===== src/rtl/blink_pkg.sv =====
// Shared constants and FSM state encodings for the blink pattern sequencer.
package blink_pkg;

   localparam int unsigned PAT_W             = 8;
   localparam int unsigned STEP_W            = 3;
   localparam int unsigned RATE_W            = 2;
   localparam int unsigned STATE_W           = 2;
   localparam int unsigned TICK_BIT_BASE_DEF = 12;

   localparam logic [STATE_W-1:0] ST_IDLE = 2'd0;
   localparam logic [STATE_W-1:0] ST_RUN  = 2'd1;
   localparam logic [STATE_W-1:0] ST_GAP  = 2'd2;

endpackage


===== src/rtl/tick_edge_detect.sv =====
// Selects one count bit by rate and emits a one-cycle tick on its rising edge.
module tick_edge_detect
   import blink_pkg::*;
#(
   parameter int unsigned COUNT_W       = 16,
   parameter int unsigned TICK_BIT_BASE = TICK_BIT_BASE_DEF
) (
   input  logic               clk,
   input  logic               rst,
   input  logic [COUNT_W-1:0] current_count,
   input  logic [RATE_W-1:0]  rate,
   output logic               tick_c
);

   localparam int unsigned NSEL = 1 << RATE_W;

   logic [NSEL-1:0]    cand_c;
   logic               sel_c;
   logic               prev_q;
   logic               primed_q;
   logic [COUNT_W-1:0] unused_bits;

   assign cand_c      = current_count[TICK_BIT_BASE +: NSEL];
   assign sel_c       = cand_c[rate];
   assign unused_bits = current_count & ~(COUNT_W'(NSEL'('1)) << TICK_BIT_BASE);

   // primed_q suppresses a tick on the first cycle out of reset
   always_ff @(posedge clk or posedge rst) begin
      if (rst) begin
         prev_q   <= 1'b0;
         primed_q <= 1'b0;
      end else begin
         prev_q   <= sel_c;
         primed_q <= 1'b1;
      end
   end

   assign tick_c = sel_c & ~prev_q & primed_q;

endmodule


===== src/rtl/blink_pattern_seq.sv =====
// Plays an 8-bit pattern MSB first on blink_out, one bit per tick, with a low gap between repeats.
module blink_pattern_seq
   import blink_pkg::*;
#(
   parameter int unsigned COUNT_W       = 16,
   parameter int unsigned TICK_BIT_BASE = TICK_BIT_BASE_DEF,
   parameter int unsigned GAP_TICKS     = 4
) (
   input  logic               clk,
   input  logic               rst,
   input  logic [COUNT_W-1:0] current_count,
   input  logic               load,
   input  logic [PAT_W-1:0]   pattern_in,
   input  logic [RATE_W-1:0]  rate_sel,
   output logic               blink_out,
   output logic               busy,
   output logic [STEP_W-1:0]  step_idx,
   output logic               applied
);

   localparam int unsigned GAP_W = $clog2(GAP_TICKS + 1);

   logic [STATE_W-1:0] state_q, state_d;
   logic               blink_q, blink_d;
   logic               busy_q, busy_d;
   logic [STEP_W-1:0]  step_q, step_d;
   logic               applied_q, applied_d;
   logic [PAT_W-1:0]   active_q, active_d;
   logic [RATE_W-1:0]  rate_q, rate_d;
   logic [PAT_W-1:0]   pend_q, pend_d;
   logic [RATE_W-1:0]  pend_rate_q, pend_rate_d;
   logic               pend_valid_q, pend_valid_d;
   logic [GAP_W-1:0]   gap_q, gap_d;
   logic [PAT_W-1:0]   next_active_c;
   logic               tick_c;

   tick_edge_detect #(
      .COUNT_W       (COUNT_W),
      .TICK_BIT_BASE (TICK_BIT_BASE)
   ) u_tick (
      .clk           (clk),
      .rst           (rst),
      .current_count (current_count),
      .rate          (rate_q),
      .tick_c        (tick_c)
   );

   always_ff @(posedge clk or posedge rst) begin
      if (rst) begin
         state_q      <= ST_IDLE;
         blink_q      <= 1'b0;
         busy_q       <= 1'b0;
         step_q       <= STEP_W'(7);
         applied_q    <= 1'b0;
         active_q     <= '0;
         rate_q       <= '0;
         pend_q       <= '0;
         pend_rate_q  <= '0;
         pend_valid_q <= 1'b0;
         gap_q        <= '0;
      end else begin
         state_q      <= state_d;
         blink_q      <= blink_d;
         busy_q       <= busy_d;
         step_q       <= step_d;
         applied_q    <= applied_d;
         active_q     <= active_d;
         rate_q       <= rate_d;
         pend_q       <= pend_d;
         pend_rate_q  <= pend_rate_d;
         pend_valid_q <= pend_valid_d;
         gap_q        <= gap_d;
      end
   end

   always_comb begin
      state_d       = state_q;
      blink_d       = blink_q;
      step_d        = step_q;
      applied_d     = 1'b0;
      active_d      = active_q;
      rate_d        = rate_q;
      pend_d        = pend_q;
      pend_rate_d   = pend_rate_q;
      pend_valid_d  = pend_valid_q;
      gap_d         = gap_q;
      next_active_c = pend_valid_q ? pend_q : active_q;

      case (state_q)
         ST_RUN: begin
            if (tick_c) begin
               blink_d = active_q[step_q];
               step_d  = STEP_W'(step_q - STEP_W'(1));
               if (step_q == '0) begin
                  state_d = ST_GAP;
                  gap_d   = GAP_W'(GAP_TICKS);
               end
            end
         end
         ST_GAP: begin
            if (tick_c) begin
               blink_d = 1'b0;
               gap_d   = GAP_W'(gap_q - GAP_W'(1));
               if (gap_q == GAP_W'(1)) begin
                  if (pend_valid_q) begin
                     active_d     = pend_q;
                     rate_d       = pend_rate_q;
                     applied_d    = 1'b1;
                     pend_valid_d = 1'b0;
                  end
                  if (next_active_c == '0) begin
                     state_d = ST_IDLE;
                  end else begin
                     state_d = ST_RUN;
                     step_d  = STEP_W'(7);
                  end
               end
            end
         end
         default: begin
            blink_d = 1'b0;
            if (load && (pattern_in != '0)) begin
               active_d = pattern_in;
               rate_d   = rate_sel;
               step_d   = STEP_W'(7);
               state_d  = ST_RUN;
            end
         end
      endcase

      // A load while playing is queued; it lands after any GAP-end apply above
      if (load && (state_q != ST_IDLE)) begin
         pend_d       = pattern_in;
         pend_rate_d  = rate_sel;
         pend_valid_d = 1'b1;
      end

      busy_d = (state_d != ST_IDLE);
   end

   assign blink_out = blink_q;
   assign busy      = busy_q;
   assign step_idx  = step_q;
   assign applied   = applied_q;

endmodule


===== config.mk =====
export PLATFORM = sky130hd
export DESIGN_NAME = blink_pattern_seq
export DESIGN_NICKNAME = d
export VERILOG_FILES = /design/src/rtl/blink_pkg.sv /design/src/rtl/tick_edge_detect.sv /design/src/rtl/blink_pattern_seq.sv
export SDC_FILE = /design/constraint.sdc
export NUM_CORES = 1
export LEC_CHECK = 0
export ABC_CLOCK_PERIOD_IN_PS = 3000
export CAP_MARGIN = 20
export CORE_AREA = 4 4 65 67
export CTS_CLUSTER_DIAMETER = 30
export DETAILED_ROUTE_END_ITERATION = 7
export DIE_AREA = 0 0 69 71
export PLACE_DENSITY = 0.76
export SYNTH_ARGS = -nofsm -noshare
export SYNTH_HDL_FRONTEND = slang
export SYNTH_HIERARCHICAL = 1
export SYNTH_SLANG_ARGS = --single-unit

===== constraint.sdc =====
create_clock -name clk -period 3 [get_ports clk]
set_input_delay 0.6 -clock clk [delete_from_list [all_inputs] [get_ports clk]]
set_output_delay 0.6 -clock clk [all_outputs]
set_load 0.02 [all_outputs]

==> summary.md <==
| Metric | Value |
|---|---|
| Post-synthesis sequential element count | 34 |
| Diode count | 0 |
| Area of the mapped netlist | 1790 um2 |
| Peak supply drop | 0.513 mV |
| Crit path max-delay family | simple AND/OR/NAND/NOR gates |
| Path type of the worst min-delay path | input port to async pin |
| Leak Pwr | 0.916 nW |
| CTS clk-pin slew, worst paths | 0.07 ns |
| 1st-iter DRT viols | 77 |
| Number of failing hold endpoints at the final stage | 0 |
| Number of vias per cell | 5.75 |
| Share of the yosys chip area belonging to registers | 0.477 |
| Fraction of the cycle the final worst path needs | 0.858 |
| Iteration count of the initial detailed-routing pass | 4 |
| Power density of the placed cells | 872 nW/um2 |
| Clk root buf | clkbuf_8 |
| Number of flops mapped to enable cells by yosys | 0 |
| R2r worst-path depth | 8 |
| Worst stage delay on the critical path | 0.45 ns |
| All-Layer GR Usage | 0.170 |
| Clock period minus worst slack | 2.57 ns |
| WL per Instance | 16.0 um |
| H-tree level count | 2 |
| Sink Count | 34 |
| Result of the run | complete, no violations |
| Starting density of the core | 0.493 |
| I/O pin count | 35 |
| Syn nets | 202 |
| Share of flip-flops with an asynchronous set or reset after synthesis | 1.00 |
| Total congestion overflow | 0 |
| Gate count after technology mapping | 166 |
| Final design utilization | 0.599 |
| Via count | 1397 |
| Leading cell type in the layout, fill and taps excluded | dfrtp_1 |
| Element type at the critical path start | input port |
| Number of antenna violations at the first check in global routing | 0 |
| Total Negative Setup Slacks | 0 ns |
| Peak fanout along the critical path | 6 |
| DRC errors left | 0 |
| Hold buffers post-CTS | 0 |
| Number of global-route vias before repair | 1429 |
| Number of nets with antenna violations after routing | 0 |
| Required time at the worst-slack endpoint | 3.20 ns |
| Die outline area | 4900 um2 |
| Global-route wire length before repair | 6710 um |
| Post-Syn Area per Cell | 10.8 um2 |
| Primary FF master, synth | dfrtp_1 |
| Crit-path slowest cell | clkdlybuf4s50_1 |
| Worst setup EP type | flip-flop |
| Max-cap viol count | 0 |
| Horizontal die dimension | 69 um |
| Buffers on Ports | 22 |
| Worst EP arrival | 2.78 ns |
| Maximum clock frequency | 388 MHz |
| Net count, final | 230 |
| Kind of critical path | input port to flip-flop |
| Clock tree from TritonCTS | yes |
| Count of buffer and inverter cells on the critical path | 2 |
| Latest clock arrival within the worst-skew pair | 0.29 ns |
| Area growth from synthesis to layout | 21.4% |
| Final setup violation count | 0 |
| Core outline area | 3630 um2 |
| # resized after CTS | 0 |
| Number of buffers inserted during clock tree synthesis | 5 |
| RD Place Congestion | 0.864 |
| Layout cell share with drive strength beyond 1 | 0.164 |
| Pin count of the biggest net entering global routing | 21 |
| Max-slew violations | 0 |
| Setup Fix Bufs, Post-CTS | 0 |
| Number of buffers between clock root and the deepest sink | 2 |
| Cells along the critical path | clkdlybuf4s50_1, mux4_2, and3b_1, nand3b_1, or2_2, o21ai_2, nor2b_1, buf_4, a2bb2oi_1 |
| Most frequent cells in the layout | dfrtp_1, clkdlybuf4s50_1, inv_1 |
| Number of logic stages on the critical path including buffering | 9 |
| Number of different library cells in the post-synthesis netlist | 44 |
| Die outline height | 71 um |
| Skew final | 0.00767 ns |
| Number of warnings printed during yosys synthesis | 6 |
| Post-DP HPWL | 2890 um |
| Routed Wire Length | 3900 um |
| Cell row count | 22 |
| Setup repair after global routing missed its margin | no |
## synthesized netlist by cell type, types with 2 or more instances
library cell | number | share of area
a21boi_0 | 2 | 0.0084
a21oi_1 | 8 | 0.022
a2bb2oi_1 | 7 | 0.034
a31o_1 | 2 | 0.0098
buf_2 | 2 | 0.0056
clkbuf_1 | 5 | 0.010
dfrtp_1 | 31 | 0.43
dfstp_2 | 3 | 0.044
ha_1 | 7 | 0.049
inv_1 | 14 | 0.029
mux2_2 | 8 | 0.050
mux2i_1 | 2 | 0.011
mux4_2 | 3 | 0.038
nand2_1 | 6 | 0.013
nand3_1 | 3 | 0.0084
nand3b_1 | 4 | 0.017
nand4_1 | 2 | 0.0070
nor2_1 | 8 | 0.017
nor2b_1 | 3 | 0.010
o21ai_0 | 10 | 0.028
o22ai_1 | 9 | 0.031
or4_1 | 4 | 0.017
or4b_1 | 2 | 0.011
## kinds of logic after synthesis
logic type / share of synthesized area
DFF: 0.477
buffers and inverters: 0.0517
AOI/OAI and AO/OA: 0.194
muxes: 0.0992
adders and majority gates: 0.0489
and+or+nand+nor: 0.127
other: 0.00209
## power by group
group          internal (mW)  switching, mW  total (mW)
sequential             0.664          0.160       0.824
combinational          0.387          0.339       0.726
clock                  0.185          0.162       0.347
## area by class of cell
class                   instances  area [um2]
clock buffers                   7        86.3
fillers                       300        1460
flip-flops and latches         34         855
well taps                      48        60.1
clock inverters                 1        5.00
repair buffers                 29         273
inverters                      14        52.6
multi-input cells             110         845
## registers in the layout (all words and copies together) (netlist names)
| signal | cells |
|---|---|
| active_q | 8 |
| applied | 1 |
| blink_out | 1 |
| busy | 1 |
| gap_q | 3 |
| pend_q | 8 |
| pend_rate_q | 2 |
| pend_valid_q | 1 |
| rate_q | 2 |
| state_q | 2 |
| step_idx | 3 |
| u_tick/prev_q | 1 |
| u_tick/primed_q | 1 |
## path summary, 6_finish.rpt
check / from / end / slack [ns]
setup / recovery: current_count[13] / active_q[6] / 0.43
hold / removal: rst / u_tick/primed_q / 0.49
setup reg to reg: rate_q[0] / active_q[6] / 0.68
hold reg to reg: pend_rate_q[1] / pend_rate_q[1] / 0.51
max in group asynchronous: rst / pend_rate_q[0] / 1.68
min in group clk: pend_rate_q[1] / pend_rate_q[1] / 0.51
## routing by layer
| layer | routed length, um | global-route usage | part of all wire | vias to the layer above |
|---|---|---|---|---|
| li1 | - | - | - | 667 |
| met1 | 1700 | 0.203 | 0.44 | 692 |
| met2 | 1960 | 0.288 | 0.50 | 32 |
| met3 | 195 | 0.0554 | 0.050 | 6 |
| met4 | 39 | 0.0586 | 0.010 | 0 |
| met5 | 0 | 0 | 0 | - |
## through the flow
step	cells	setup WS (ns)	total power [mW]	hold slack, ns	instance area (um2)
2_1_floorplan	166	0.748	1.31	0.341	1790
3_3_place_gp	235	0.204	1.51	0.483	2080
3_5_place_dp	235	0.160	1.55	0.497	2080
4_1_cts	243	0.428	1.90	0.492	2180
5_1_grt	243	0.278	2.03	0.506	2180
6_report	243	0.426	1.90	0.493	2180
(Power assumes the default switching activity.)
